===== src/rtl/matrix_transpose_arbiter.sv =====
// Round-robin, whole-matrix arbiter that shares one streaming transpose unit and routes results back to each owner.
// Optional perf counters are enabled by defining MATRIX_TRANSPOSE_ARBITER_PERF_EN; otherwise perf_* are tied to 0.
module matrix_transpose_arbiter #(
  parameter int NUM_REQ      = 2,
  parameter int TOTAL_DIM0   = 4,
  parameter int TOTAL_DIM1   = 4,
  parameter int COMPUTE_DIM0 = 2,
  parameter int COMPUTE_DIM1 = 2,
  parameter int DATA_WIDTH   = 8,
  parameter int TAG_DEPTH    = 2,
  localparam int BEAT_W = DATA_WIDTH * COMPUTE_DIM0 * COMPUTE_DIM1,
  localparam int BEATS  = (TOTAL_DIM0 / COMPUTE_DIM0) * (TOTAL_DIM1 / COMPUTE_DIM1)
) (
  input  logic                      clk,
  input  logic                      rst,
  input  logic [NUM_REQ*BEAT_W-1:0] req_data,
  input  logic [NUM_REQ-1:0]        req_valid,
  output logic [NUM_REQ-1:0]        req_ready,
  output logic [BEAT_W-1:0]         tp_in_data,
  output logic                      tp_in_valid,
  input  logic                      tp_in_ready,
  input  logic [BEAT_W-1:0]         tp_out_data,
  input  logic                      tp_out_valid,
  output logic                      tp_out_ready,
  output logic [BEAT_W-1:0]         rsp_data,
  output logic [NUM_REQ-1:0]        rsp_valid,
  input  logic [NUM_REQ-1:0]        rsp_ready,
  output logic [31:0]               perf_matrices,
  output logic [31:0]               perf_stall_cycles
);

  localparam int unsigned NR    = NUM_REQ;
  localparam int unsigned TD    = TAG_DEPTH;
  localparam int          CNT_W = (BEATS > 1) ? $clog2(BEATS) : 1;
  localparam int          GW    = (NUM_REQ > 1) ? $clog2(NUM_REQ) : 1;
  localparam int          PW    = (TAG_DEPTH > 1) ? $clog2(TAG_DEPTH) : 1;
  localparam int          OW    = $clog2(TAG_DEPTH + 1);
  localparam logic [CNT_W-1:0] LAST_BEAT = CNT_W'(BEATS - 1);

  localparam logic [0:0] S_IDLE   = 1'b0;
  localparam logic [0:0] S_STREAM = 1'b1;

  logic [0:0]       state_q, state_d;
  logic [GW-1:0]    rr_ptr_q, rr_ptr_d;
  logic [GW-1:0]    grant_q, grant_d;
  logic [CNT_W-1:0] in_cnt_q, in_cnt_d;
  logic [CNT_W-1:0] out_cnt_q, out_cnt_d;
  logic [GW-1:0]    tag_mem_q [TAG_DEPTH];
  logic [GW-1:0]    tag_mem_d [TAG_DEPTH];
  logic [PW-1:0]    wr_ptr_q, wr_ptr_d;
  logic [PW-1:0]    rd_ptr_q, rd_ptr_d;
  logic [OW-1:0]    occ_q, occ_d;

  logic          tag_full, tag_empty;
  logic          sel_found, push, pop, in_hs, out_hs;
  logic [GW-1:0] sel_idx, cand, owner;

  assign tag_full  = (occ_q == OW'(TAG_DEPTH));
  assign tag_empty = (occ_q == '0);
  assign owner     = tag_mem_q[rd_ptr_q];

  // First valid requester at or after rr_ptr, with wrap.
  always_comb begin
    sel_found = 1'b0;
    sel_idx   = '0;
    cand      = '0;
    for (int unsigned i = 0; i < NR; i++) begin
      cand = GW'((32'(rr_ptr_q) + i) % NR);
      if (!sel_found && req_valid[cand]) begin
        sel_found = 1'b1;
        sel_idx   = cand;
      end
    end
  end

  always_comb begin
    tp_in_data  = req_data[grant_q*BEAT_W +: BEAT_W];
    tp_in_valid = (state_q == S_STREAM) && req_valid[grant_q];
    req_ready   = '0;
    if (state_q == S_STREAM) req_ready[grant_q] = tp_in_ready;
  end

  assign in_hs = tp_in_valid && tp_in_ready;

  always_comb begin
    state_d  = state_q;
    rr_ptr_d = rr_ptr_q;
    grant_d  = grant_q;
    in_cnt_d = in_cnt_q;
    push     = 1'b0;
    case (state_q)
      S_IDLE: begin
        if (sel_found && !tag_full) begin
          grant_d  = sel_idx;
          push     = 1'b1;
          in_cnt_d = '0;
          state_d  = S_STREAM;
        end
      end
      default: begin
        if (in_hs) begin
          in_cnt_d = in_cnt_q + CNT_W'(1);
          if (in_cnt_q == LAST_BEAT) begin
            state_d  = S_IDLE;
            rr_ptr_d = (32'(grant_q) == NR - 1) ? '0 : grant_q + GW'(1);
          end
        end
      end
    endcase
  end

  always_comb begin
    rsp_valid    = '0;
    tp_out_ready = 1'b0;
    if (!tag_empty) begin
      rsp_valid[owner] = tp_out_valid;
      tp_out_ready     = rsp_ready[owner];
    end
  end

  assign rsp_data  = tp_out_data;
  assign out_hs    = tp_out_valid && tp_out_ready;
  assign pop       = out_hs && (out_cnt_q == LAST_BEAT);
  assign out_cnt_d = pop ? '0 : (out_hs ? out_cnt_q + CNT_W'(1) : out_cnt_q);

  always_comb begin
    tag_mem_d = tag_mem_q;
    wr_ptr_d  = wr_ptr_q;
    rd_ptr_d  = rd_ptr_q;
    occ_d     = occ_q;
    if (push) begin
      tag_mem_d[wr_ptr_q] = sel_idx;
      wr_ptr_d = (32'(wr_ptr_q) == TD - 1) ? '0 : wr_ptr_q + PW'(1);
    end
    if (pop) rd_ptr_d = (32'(rd_ptr_q) == TD - 1) ? '0 : rd_ptr_q + PW'(1);
    // A push and pop in the same cycle leave occupancy unchanged.
    if (push && !pop)      occ_d = occ_q + OW'(1);
    else if (pop && !push) occ_d = occ_q - OW'(1);
  end

  always_ff @(posedge clk or negedge rst) begin
    if (!rst) begin
      state_q   <= S_IDLE;
      rr_ptr_q  <= '0;
      grant_q   <= '0;
      in_cnt_q  <= '0;
      out_cnt_q <= '0;
      wr_ptr_q  <= '0;
      rd_ptr_q  <= '0;
      occ_q     <= '0;
      for (int unsigned i = 0; i < TD; i++) tag_mem_q[i] <= '0;
    end else begin
      state_q   <= state_d;
      rr_ptr_q  <= rr_ptr_d;
      grant_q   <= grant_d;
      in_cnt_q  <= in_cnt_d;
      out_cnt_q <= out_cnt_d;
      wr_ptr_q  <= wr_ptr_d;
      rd_ptr_q  <= rd_ptr_d;
      occ_q     <= occ_d;
      tag_mem_q <= tag_mem_d;
    end
  end

`ifdef MATRIX_TRANSPOSE_ARBITER_PERF_EN
  logic [31:0] perf_matrices_q, perf_matrices_d;
  logic [31:0] perf_stall_cycles_q, perf_stall_cycles_d;

  // Both counters saturate rather than wrap.
  always_comb begin
    perf_matrices_d     = perf_matrices_q;
    perf_stall_cycles_d = perf_stall_cycles_q;
    if (pop && (perf_matrices_q != '1)) perf_matrices_d = perf_matrices_q + 32'd1;
    if (tp_in_valid && !tp_in_ready && (perf_stall_cycles_q != '1))
      perf_stall_cycles_d = perf_stall_cycles_q + 32'd1;
  end

  always_ff @(posedge clk or negedge rst) begin
    if (!rst) begin
      perf_matrices_q     <= '0;
      perf_stall_cycles_q <= '0;
    end else begin
      perf_matrices_q     <= perf_matrices_d;
      perf_stall_cycles_q <= perf_stall_cycles_d;
    end
  end

  assign perf_matrices     = perf_matrices_q;
  assign perf_stall_cycles = perf_stall_cycles_q;
`else
  assign perf_matrices     = '0;
  assign perf_stall_cycles = '0;
`endif

endmodule


===== config.mk =====
export PLATFORM = sky130hd
export DESIGN_NAME = matrix_transpose_arbiter
export DESIGN_NICKNAME = d
export VERILOG_FILES = /design/src/rtl/matrix_transpose_arbiter.sv
export SDC_FILE = /design/constraint.sdc
export NUM_CORES = 1
export LEC_CHECK = 0
export BUFFER_PORTS_ARGS = -buffer_cell sky130_fd_sc_hd__buf_4
export CAP_MARGIN = 20
export CORE_AREA = 8 8 87 89
export DETAILED_ROUTE_END_ITERATION = 12
export DIE_AREA = 0 0 95 97
export MAX_ROUTING_LAYER = met4
export PLACE_DENSITY = 0.76
export SYNTH_ARGS = -nofsm -noshare
export SYNTH_HDL_FRONTEND = slang
export SYNTH_SLANG_ARGS = --single-unit

===== constraint.sdc =====
create_clock -name clk -period 2.4 [get_ports clk]
set_input_delay 0.48 -clock clk [delete_from_list [all_inputs] [get_ports clk]]
set_output_delay 0.48 -clock clk [all_outputs]
set_load 0.03 [all_outputs]

# After elaboration in Yosys (flattened, before gate mapping)
# Cells that the tools add are included.
[op_classes]
order_cmp = 9
bitwise_logic = 5
n_mux = 40
n_eq_ne = 4
n_addsub = 8
reduce_logical = 22
shifts = 1
[op_table]
columns = ["operator", "count"]
rows = [
  ["$shiftx A64 B7 Y32", 1],
  ["$mux W1", 27],
  ["$mux W2", 9],
  ["$logic_and A1 B1 Y1", 11],
  ["$lt A1 B2 Y1 const B", 4],
  ["$add A2 B1 Y2 const B", 3],
  ["$eq A2 B2 Y1 const B", 3],
  ["$reduce_bool A2 Y1", 3],
  ["$add A1 B1 Y1 const B", 4],
  ["$and A2 B2 Y2", 2],
  ["$ge A2 B2 Y1 const B", 2],
  ["$logic_not A1 Y1", 4],
  ["$not A1 Y2", 2],
  ["$reduce_and A2 Y1", 2],
  ["$demux W1 S1", 3],
  ["$reduce_and A3 Y1", 1],
  ["$bwmux W2", 1],
  ["$ge A1 B1 Y1 const B", 2],
  ["$logic_not A2 Y1", 1],
  ["$lt A2 B1 Y1 const B", 1],
  ["$ne A2 B1 Y1 const B", 1],
  ["$sub A2 B1 Y2 const B", 1],
  ["$not A1 Y1", 1],
]
[word_totals]
word_cells = 99
out_inout_bits = 134
reg_bits = 13
in_bits = 104

# Longest topological paths before layout
# Gate-level depths: netlist of the first run.
[logic_depth]
word_depth = 13
mapped_depth = 8
ltp_nobuf = 7

# Worst setup path after synthesis of the first run
# No wires, ideal clock.
[synth_path]
path_kind = "flip-flop to flip-flop"
start = "register rd_ptr_q"
end = "register occ_q[1]"
t_arrival_ps = 1643
slack_ps = 677
setup_time_ps = 79
path_stages_with_launch = 7
required_time_ps = 2321
period_less_slack_ps = 1723
path_cell_list = "dfrtp_1 > mux2i_2 > mux2i_1 > nand2_1 > ha_1 > nor2_1 > xor2_1"
[synth_between]
elab_chain_len = 12
word_cells_on_any_way = 14
[synth_lines]
columns = ["element", "line_no", "rtl"]
rows = [
  ["start: declaration", "51", "logic [PW-1:0] rd_ptr_q, rd_ptr_d;"],
  ["start signal: assignment", "159", "rd_ptr_q <= rd_ptr_d;"],
  ["$not A1 Y2 (implied by the code) *", "60", "assign owner = tag_mem_q[rd_ptr_q];"],
  ["$mux W1 (implied by the code) * (3 in a row)", "60", ""],
  ["$mux W1 (implied by the code) * (2 in a row)", "117", "tp_out_ready = rsp_ready[owner];"],
  ["$mux W1 *", "115", "if (!tag_empty) begin"],
  ["$logic_and A1 B1 Y1 *", "122", "assign out_hs = tp_out_valid && tp_out_ready;"],
  ["$logic_and A1 B1 Y1 *", "123", "assign pop = out_hs && (out_cnt_q == LAST_BEAT);"],
  ["$logic_not A1 Y1", "137", "if (push && !pop) occ_d = occ_q + OW'(1);"],
  ["$logic_and A1 B1 Y1", "137", ""],
  ["$mux W2 or $reduce_bool A2 Y1 (tied branches)", "-", ""],
  ["end signal: assignment", "150", "occ_q <= '0;"],
  ["end signal: assignment", "160", "occ_q <= occ_d;"],
  ["end: declaration", "52", "logic [OW-1:0] occ_q, occ_d;"],
]
# Mark *: on every way between the ends. The rest lies on a longest branch, timed or not. The select of a mux whose other input is x is not followed.
# A chain may end at the register's enable or synchronous reset.

# Final worst setup path of the first run
[layout_path]
start = "register grant_q"
end = "output port tp_in_data[13]"
[layout_between]
elab_chain_len = 1
[layout_lines]
columns = ["element", "line_no", "rtl"]
rows = [
  ["start: declaration", "45", "logic [GW-1:0] grant_q, grant_d;"],
  ["start signal: assignment", "155", "grant_q <= grant_d;"],
  ["$shiftx A64 B7 Y32", "77", "tp_in_data = req_data[grant_q*BEAT_W +: BEAT_W];"],
  ["end: declaration", "19", "output logic [BEAT_W-1:0] tp_in_data,"],
]
# No other way between the ends.

==> results of run 1 <==
-- worst min-delay path by stage --
stage | endpoint | slack, ns
floorplan | grant_q$_DFFE_PN0P_ | 0.18
global route | rd_ptr_q$_DFFE_PN0P_ | 0.08
CTS | out_cnt_q[1]$_DFFE_PN0P_ | 0.07
detailed placement | out_cnt_q[1]$_DFFE_PN0P_ | 0.34
global placement | out_cnt_q[0]$_DFFE_PN0P_ | 0.33
finish | out_cnt_q[1]$_DFFE_PN0P_ | 0.07
-- worst max-delay path, delay by kind of cell (launching register included) --
family,cells,cell delay [ns]
buffers and inverters,2,0.40
DFF,1,0.37
muxes,1,0.39
-- cell type report --
cell class                 instances  share of cell area
clock buffer                       4             0.01986
tap                               77             0.04247
timing repair buffer             110              0.3696
multi-input combinational        141              0.4186
sequential                        13              0.1434
inverter                           3            0.006067
-- cell usage in the layout (no fill, tap or decap), drive strengths merged --
master,Yosys,layout
a21oi,2,2
nor2b,1,1
nor2,9,9
a211oi,1,1
o211ai,2,2
buf,101,110
clkbuf,1,4
xor2,3,3
ha,3,3
xnor2,2,2
nand2,6,6
inv,3,3
dfrtp,13,13
a21boi,1,1
and3,1,1
mux2,38,38
and2b,1,1
mux2i,4,4
o21a,1,1
conb,1,64
o21ai,1,1
a22o,1,1
-- registers in the layout, indices dropped and copies added, names as in the netlist --
register   cells
rr_ptr_q       1
in_cnt_q       2
state_q        1
occ_q          2
grant_q        1
tag_mem_q      2
out_cnt_q      2
rd_ptr_q       1
wr_ptr_q       1
-- power by group --
part / internal [W] / switching (W)
combinational: 0.000740 / 0.000988
sequential: 0.000326 / 0.000112
clock: 0.000117 / 0.0000815
total: 0.00118 / 0.00118
-- routing by layer --
layer / wire, um / up-vias
met2: 2889 / 108
met4: 51 / 0
met3: 1344 / 8
met1: 1678 / 616
li1: - / 627
met5: 0 / -
-- per-stage QoR --
step	setup WS [ns]	std cells	total power [W]	cell area, sq um
floorplan	0.6773	259	0.001827	2048
global placement	0.5508	344	0.002158	2223
detailed placement	0.4990	344	0.002186	2223
CTS	0.4829	348	0.002390	2268
global route	0.3239	348	0.002507	2268
finish	0.4932	348	0.002365	2268
-- cell families (layout without fill, tap and decap cells) --
| group | count (synthesis) | after routing |
|---|---|---|
| AOI/OAI and AO/OA | 9 | 9 |
| xor gates and xnor gates | 5 | 5 |
| adders and majority gates | 3 | 3 |
| buffers and inverters | 105 | 117 |
| DFF | 13 | 13 |
| muxes | 42 | 42 |
| other | 1 | 64 |
| and+or+nand+nor | 18 | 18 |
==> metrics.md, run 1 <==
| Metric | Value |
|---|---|
| Reg clk slew, reported paths | about 0.06 ns |
| Starting Density | 0.2920 |
| Inserted Clock Buffers | 3 |
| Drt pass-1 iters | 4 |
| Critical Path Sink | tp_in_data[13] |
| Clock root cell | clkbuf_8 |
| Main combinational cell family by area after synthesis | buffers and inverters |
| Prevailing post-synth register cell | dfrtp_1 |
| GRT met3 Usage | 0.09583 |
| ANT cells | 0 |
| Clock Sinks | 13 |
| CTS tree | done |
| Vias/cell | 3.905 |
| H-tree levels | 1 |
| RePlAce Congestion | 0.8480 |
| Die area | 0.009215 sq mm |
| RSZ-0062 raised after global routing | false |
| All-Layer GR Usage | 0.1191 |
| Port Buffers | 109 |
| FF-to-FF setup slack | roughly 0.51 ns |
| Worst R2R Start | rd_ptr_q$_DFFE_PN0P_ |
| Met2 Use GR | 0.1986 |
| Final period util | 0.7945 |
| Crit path launch | grant_q$_DFFE_PN0P_ |
| Commonest cells in the synthesized netlist | buf_4 (97), mux2_2 (36), dfrtp_1 (13), nor2_1 (9), nand2_1 (5) |
| Post-CTS setup buffers | 0 |
| Most common cell in the netlist | buf_4 |
| Routed WL | 5964 um |
| Global-route wire length before repair | between 8000 and 9000 um |
| Area Overhead vs Synth | 25.21% |
| I/O pin total | roughly 240 |
| Clk_lat worst skew | 0.25 ns |
| Share of layout cells above drive strength 1 | 0.5683 |
| Status | finished clean |
| Final Hold Viols | 0 |
| Chip height | 97 um |
| Simple logic cell fraction of the synthesized area | 0.04351 |
| Worst setup path class | flip-flop to output port |
| WL per Instance | approximately 17 um |
| Via count | about 1400 |
| Final slew viol count | 0 |
| Synth Instances | 196 |
| Area leader, netlist | buf_4 |
| Register area | 325.3 sq um |
| Fill count | 649 |
| Final core utilization | 0.3656 |
| RR Endpoint | occ_q[1]$_DFFE_PN0P_ |
| Min-delay worst type | input pin to async pin |
| Dpl hpwl | 5460 um |
| Synth top area share | 0.4019 |
| Ys async rst share | 1.000 |
| Critical path arrival | 1.43 ns |
| Core Area | 0.006205 sq mm |
| YS warnings | 0 |
| FP Rows | 29 |
| Routing usage on met1 | 0.1013 |
| DRC Markers | 0 |
| Die W | 95 um |
| Busiest grt layer | met2 |
| Initial antenna violation count | 0 |
| Worst path slowest cell | mux2_2 |
| Synth Area in Compound Gates | 0.04075 |
| Main area contributors after synthesis | buf_4 (40%), mux2_2 (22%), dfrtp_1 (18%), ha_1 (2.1%), nor2_1 (1.9%) |
| Gates resized, CTS repair | 0 |
| Max stage delay on crit path | 0.39 ns |
| Vias in the first global route | between 1000 and 1500 |
| Cell area after synthesis | 0.001812 sq mm |
| Clk buf depth | 2 |
| Leak | between 1 and 1.5 nW |
| Gr ovfl total | 0 |
| Pin count of the biggest net entering global routing | 38 |
| Mux contribution to synthesized area | 0.2624 |
| Crit path cell chain | buf_12, mux2_2, buf_4 |
| Critical path required time | 1.92 ns |
| Power per cell area | roughly 1000 mW/mm^2 |
| Synth Area in XOR/XNOR | 0.02417 |
| Adder-Cell Fraction of Synth Area | 0.02072 |
| Endpoint type of the worst setup path | output port |
| Tmin final | between 1.5 and 2 ns |
| Max-Cap Viols | 0 |
| CP Max Fanout | 37 |
| Antenna-violating nets left | 0 |
| Critical Path Start Type | flip-flop |
| Reg2Reg Depth | 7 |
| Sequential share of the synthesized area | 0.1796 |
| Fmax | 524.5 MHz |
| Starting DRT DRC Count | 12 |
| Flops & latches, synth | 13 |
| # hold bufs at CTS | 0 |
| Final TNS setup | 0 ns |
| Hold slack | around 0.069 ns |
| Cell variety after synth | 29 |
| Syn Area/Cell | slightly above 9 sq um |
| Skew final | about 0.0014 ns |
| Worst VDD drop | 0.7941 mV |
| Multi-input logic area | 949.7 sq um |
| Post-synth EDFFs | 0 |
| Final Setup Violations | 0 |
| Layout Nets | 379 |
No activity file was read; power rests on OpenSTA's default activity.
==> run 2: changes to the inputs <==
--- a/config.mk
+++ b/config.mk
@@ -7,11 +7,11 @@
 export LEC_CHECK = 0
 export BUFFER_PORTS_ARGS = -buffer_cell sky130_fd_sc_hd__buf_4
 export CAP_MARGIN = 20
-export CORE_AREA = 8 8 87 89
+export CORE_MARGIN = 8
+export CORE_UTILIZATION = 29
 export DETAILED_ROUTE_END_ITERATION = 12
-export DIE_AREA = 0 0 95 97
 export MAX_ROUTING_LAYER = met4
-export PLACE_DENSITY = 0.76
+export PLACE_DENSITY = 0.78
 export SYNTH_ARGS = -nofsm -noshare
 export SYNTH_HDL_FRONTEND = slang
 export SYNTH_SLANG_ARGS = --single-unit
==> constraint.sdc (replaced) <==
create_clock -name clk -period 1.7 [get_ports clk]
set_input_delay 0.34 -clock clk [delete_from_list [all_inputs] [get_ports clk]]
set_output_delay 0.34 -clock clk [all_outputs]
set_load 0.03 [all_outputs]
==> metrics.md, run 2 (same netlist as run 1, synthesis figures left out) <==
| Metric | Value |
|---|---|
| Worst R2R Start | rd_ptr_q$_DFFE_PN0P_ |
| Clk_lat worst skew | between 0.2 and 0.3 ns |
| Dpl hpwl | 5804 um |
| Drt pass-1 iters | 3 |
| Skew final | just under 0.003 ns |
| Max-Cap Viols | 0 |
| Core Area | 0.006205 sq mm |
| Clock root cell | clkbuf_8 |
| FF-to-FF setup slack | -0.03 ns |
| Fmax | 560.3 MHz |
| Starting DRT DRC Count | 16 |
| I/O pin total | 238 |
| Critical path required time | 1.36 ns |
| Critical Path Start Type | flip-flop |
| Highest metal used | met4 |
| Met3 WL post-DR | 1350 um |
| CTS tree | done |
| Clock Sinks | 13 |
| Starting Density | 0.2920 |
| Metal-1 WL | between 2000 and 2500 um |
| Commonest non-fill, non-tap cell in the layout | buf_4 |
| Worst setup path class | flip-flop to output port |
| FP Rows | 29 |
| Status | finished with violations |
| WL per Instance | 19.81 um |
| Vias in the first global route | 1397 |
| Final slew viol count | 0 |
| Critical path arrival | between 1 and 1.5 ns |
| ANT cells | 0 |
| Endpoint type of the worst setup path | output port |
| Reg2Reg Depth | 7 |
| Hold slack | 0.4748 ns |
| Final setup margin | -0.08481 ns |
| Final Hold Viols | 0 |
| Global-route wire length before repair | 8155 um |
| Share of layout cells above drive strength 1 | 0.6159 |
| Leak | 1.401 nW |
| Inserted Clock Buffers | 3 |
| H-tree levels | 1 |
| Fin area | 0.002650 sq mm |
| Placed Area | 0.002253 sq mm |
| Final Setup Violations | 27 |
| DRC Markers | 0 |
| Pin count of the biggest net entering global routing | 38 |
| Reg clk slew, reported paths | roughly 0.050 ns |
| Port Buffers | 109 |
| All-Layer GR Usage | 0.1229 |
| Worst VDD drop | 0.8547 mV |
| CP Max Fanout | 5 |
| Failing checks | negative setup slack |
| Antenna-violating nets left | 0 |
| Initial antenna violation count | 0 |
| Min-delay worst type | input pin to async pin |
| RR Endpoint | occ_q[1]$_DFFE_PN0P_ |
| Layout Nets | 397 |
| Vias/cell | 4.019 |
| Routed WL | between 7000 and 8000 um |
| RePlAce Congestion | 0.7970 |
| Finished Layout Cells | approximately 370 |
| Power per cell area | roughly 1600 mW/mm^2 |
| Gr ovfl total | 0 |
| Cell Count Post-Placement | 348 |
| Met2 routed WL | around 3700 um |
| Area Overhead vs Synth | 46.27% |
| RSZ-0062 raised after global routing | true |
| Final period util | 1.050 |
| Most frequent cells in the layout | buf_4 (92), conb_1 (64), buf_6 (29), mux2_2 (26), dfrtp_1 (12) |
| Die area | 0.009033 sq mm |
| Chip height | 95.04 um |
| Clk buf depth | 2 |
| Die W | approximately 95 um |
| Via count | 1471 |
| Tmin final | 1.785 ns |
run 2: changes by cell type in the layout (fill, tap and decap cells not counted), sizes merged:
cell,change
clkbuf,+2
buf,+15
dlygate4sd3,+1
run 2: what timing repair did:
item	CTS	global route
gates resized for setup	2	46
gates cloned	0	5
buffers inserted	3	5
hold buffers	1	0
setup endpoints to repair	35	39
pin swaps	1	4
endpoints found under the hold margin	13	0
run 2: stage by stage:
stage               TNS [ns]  utilization  worst slack (ns)  power (W)
global route          -2.582       0.4271           -0.1619   0.004377
CTS                   -1.188       0.3769          -0.05718   0.003498
detailed placement  -0.03665       0.3632          -0.03665   0.003147
finish                -1.404       0.4271          -0.08481   0.004169
global placement           0       0.3632           0.04905   0.003093
floorplan           -0.02266            -          -0.02266   0.002579
run 2: where the power goes:
group / leakage [nW] / switching, W / internal (W)
Clock: 0.0228 / 0.000110 / 0.000166
Combinational: 1.23 / 0.00165 / 0.00163
Sequential: 0.150 / 0.000148 / 0.000463
run 2: final cells by class:
cell class / instances / area (sq um)
Fill cell: 614 / 3555
Timing Repair Buffer: 128 / 1152
Multi-Input combinational cell: 141 / 1016
Sequential cell: 13 / 326.6
Tap cell: 77 / 96.34
Clock buffer: 4 / 45.04
Inverter: 3 / 13.76
run 2: critical path, stage by stage (launching register included):
cell	delay, ns
dfrtp_2	0.44
buf_12	0.15
clkbuf_16	0.16
mux2_4	0.30
buf_6	0.14
run 2: how the worst max path moves through the flow:
| stage | start | end | slack (ns) | cells after the start |
|---|---|---|---|---|
| 2_1_floorplan | rd_ptr_q$_DFFE_PN0P_ | occ_q[1]$_DFFE_PN0P_ | -0.02 | 6 |
| 3_3_place_gp | rd_ptr_q$_DFFE_PN0P_ | occ_q[1]$_DFFE_PN0P_ | 0.05 | 7 |
| 3_5_place_dp | rd_ptr_q$_DFFE_PN0P_ | occ_q[1]$_DFFE_PN0P_ | -0.04 | 7 |
| 4_1_cts | grant_q$_DFFE_PN0P_ | tp_in_data[6] | -0.06 | 3 |
| 5_1_grt | rd_ptr_q$_DFFE_PN0P_ | tp_out_ready | -0.16 | 5 |
| 6_report | grant_q$_DFFE_PN0P_ | tp_in_data[9] | -0.08 | 4 |
run 2: routing by layer:
layer,vias to the layer above,track usage
li1,665,-
met1,690,0.1089
met2,105,0.1947
met3,11,0.1008
met4,0,0.03771
met5,-,-
==> run 3: changes to the inputs <==
--- a/config.mk
+++ b/config.mk
@@ -5,10 +5,11 @@
 export SDC_FILE = /design/constraint.sdc
 export NUM_CORES = 1
 export LEC_CHECK = 0
-export BUFFER_PORTS_ARGS = -buffer_cell sky130_fd_sc_hd__buf_4
+export BUFFER_PORTS_ARGS = -buffer_cell sky130_fd_sc_hd__buf_2
 export CAP_MARGIN = 20
 export CORE_MARGIN = 8
 export CORE_UTILIZATION = 29
+export CTS_CLUSTER_SIZE = 40
 export DETAILED_ROUTE_END_ITERATION = 12
 export MAX_ROUTING_LAYER = met4
 export PLACE_DENSITY = 0.78
==> metrics.md, run 3 (same netlist as run 1, synthesis figures left out) <==
| Metric | Value |
|---|---|
| Die W | 95.04 um |
| Final setup margin | -0.04835 ns |
| FP Rows | 29 |
| Skew final | 0.006024 ns |
| Failing checks | negative setup slack |
| All-Layer GR Usage | 0.1262 |
| Via count | 1455 |
| Endpoint type of the worst setup path | output port |
| DRC Markers | 0 |
| Starting Density | 0.2920 |
| Clock Sinks | 13 |
| Area Overhead vs Synth | 36.46% |
| Worst R2R Start | rd_ptr_q$_DFFE_PN0P_ |
| Critical path arrival | 1.41 ns |
| Vias/cell | 4.042 |
| Chip height | between 90 and 100 um |
| Port Buffers | between 100 and 150 |
| Sw frac | 0.4691 |
| Initial antenna violation count | 0 |
| Sequential share of power | 0.153 |
| Die area | 0.009033 sq mm |
| Fill count | 621 |
| Fmax | 572.0 MHz |
| Max-Cap Viols | 0 |
| Critical path required time | 1.36 ns |
| Switching Power | 0.001901 W |
| I/O pin total | roughly 240 |
| Vias in the first global route | 1441 |
| Clock root cell | clkbuf_8 |
| Final slew viol count | 0 |
| Drt pass-1 iters | 4 |
| Worst setup path class | flip-flop to output port |
| Buf/Inv on CP | 2 |
| Pin count of the biggest net entering global routing | 20 |
| CTS tree | done |
| Routed WL | 7081 um |
| Status | finished with violations |
| Clk buf depth | 2 |
| Final core utilization | 0.3985 |
| WL per Instance | 19.67 um |
| Worst path slowest cell | dfrtp_2 |
| Inserted Clock Buffers | 3 |
| Max stage delay on crit path | 0.45 ns |
| RSZ-0062 raised after global routing | true |
| Logic pwr share | 0.779 |
| Leak | 1.396 nW |
| Cell-internal power | 0.002151 W |
| Worst VDD drop | between 0.8 and 0.9 mV |
| Global-route wire length before repair | ~8300 um |
| Tmin final | 1.748 ns |
| Crit path launch | grant_q$_DFFE_PN0P_ |
| Dpl hpwl | 5521 um |
| Commonest non-fill, non-tap cell in the layout | buf_2 |
| Layout Nets | 391 |
| Family with the most delay on the worst path | flip-flops |
| Final Hold Viols | 0 |
| Final Setup Violations | 20 |
| Share of layout cells above drive strength 1 | 0.6042 |
| Starting DRT DRC Count | 34 |
| Final TNS setup | -0.4919 ns |
| Clock share of power | 0.068 |
| Most frequent cells in the layout | buf_2 (74), conb_1 (64), buf_6 (34), mux2_4 (33), dfrtp_1 (12) |
| ANT cells | 0 |
| Power per cell area | 1639 mW/mm^2 |
| RePlAce Congestion | 0.7798 |
| Crit path cell chain | buf_12, mux2_4, buf_6 |
| Critical Path Start Type | flip-flop |
| Core Area | 0.006205 sq mm |
| Reg clk slew, reported paths | 0.05 ns |
| Clk_lat worst skew | 0.25 ns |
| CP Max Fanout | 19 |
| Gr ovfl total | 0 |
| Final period util | 1.028 |
| Min-delay worst type | input pin to async pin |
| Antenna-violating nets left | 0 |
| H-tree levels | 1 |
run 3: worst paths after layout:
check	endpoint	slack, ns	cells past startpoint
setup / recovery	tp_in_data[6]	-0.05	3
hold reg to reg	tag_mem_q[1]$_DFFE_PN0P_	0.51	1
max in group asynchronous	grant_q$_DFFE_PN0P_	0.95	2
setup reg to reg	occ_q[1]$_DFFE_PN0P_	0.02	7
min in group clk	tag_mem_q[1]$_DFFE_PN0P_	0.51	1
hold / removal	out_cnt_q[1]$_DFFE_PN0P_	0.50	2
run 3: what timing repair did:
item / 4_1_cts / 5_1_grt
hold buffers: 1 / 0
buffers inserted: 3 / 1
gates cloned: 1 / 2
endpoints found under the setup margin: 36 / 36
endpoints found under the hold margin: 13 / 0
resized for setup: 73 / 36
pin swaps: 2 / 4
run 3: layout make-up:
type	instances	area, sq um	share of cell area
sequential	13	326.6	0.1321
tap	77	96.34	0.03897
timing repair buffer	122	908.4	0.3674
inverter	3	13.76	0.005567
multi-input combinational	141	1082	0.4378
clock buffer	4	45.04	0.01822
run 3: per-layer routing:
metal  vias up  global-route usage  part of all wire  wire length, um
li1        657                   -                 -                -
met1       681              0.1105              0.29             2086
met2       105              0.2051              0.50             3555
met3        12             0.09921              0.19             1337
met4         0             0.03771             0.015              103
met5         -                   -                 0                0
run 3: worst reg2reg max path: cells and delay by family, from the launching register on:
kind	cells	cell delay, ns
multiplexers	2	0.53
flip-flops	1	0.38
XOR/XNOR	2	0.29
AND/OR/NAND/NOR	2	0.23
adder cells (fa/ha/maj)	1	0.18
run 3: per-stage QoR:
step                hold slack, ns  cells  worst slack, ns  power, W  instance area [sq um]
floorplan                  0.04441    259         -0.02266  0.002579                   2048
global placement            0.2332    348          0.05242  0.002861                   1981
detailed placement          0.2385    348         -0.02622  0.002900                   1981
CTS                         0.5133    357         -0.04468  0.003732                   2310
global route                0.5322    360          -0.1174  0.004254                   2472
finish                      0.5042    360         -0.04835  0.004052                   2472
run 3: power groups by stage:
| stage | logic [W] | clock network (W) | registers (W) |
|---|---|---|---|
| 2_1_floorplan | 0.00204 | 0 | 0.000538 |
| 3_3_place_gp | 0.00227 | 0 | 0.000590 |
| 3_5_place_dp | 0.00230 | 0 | 0.000599 |
| 4_1_cts | 0.00283 | 0.000287 | 0.000612 |
| 5_1_grt | 0.00331 | 0.000301 | 0.000641 |
| 6_report | 0.00316 | 0.000276 | 0.000619 |
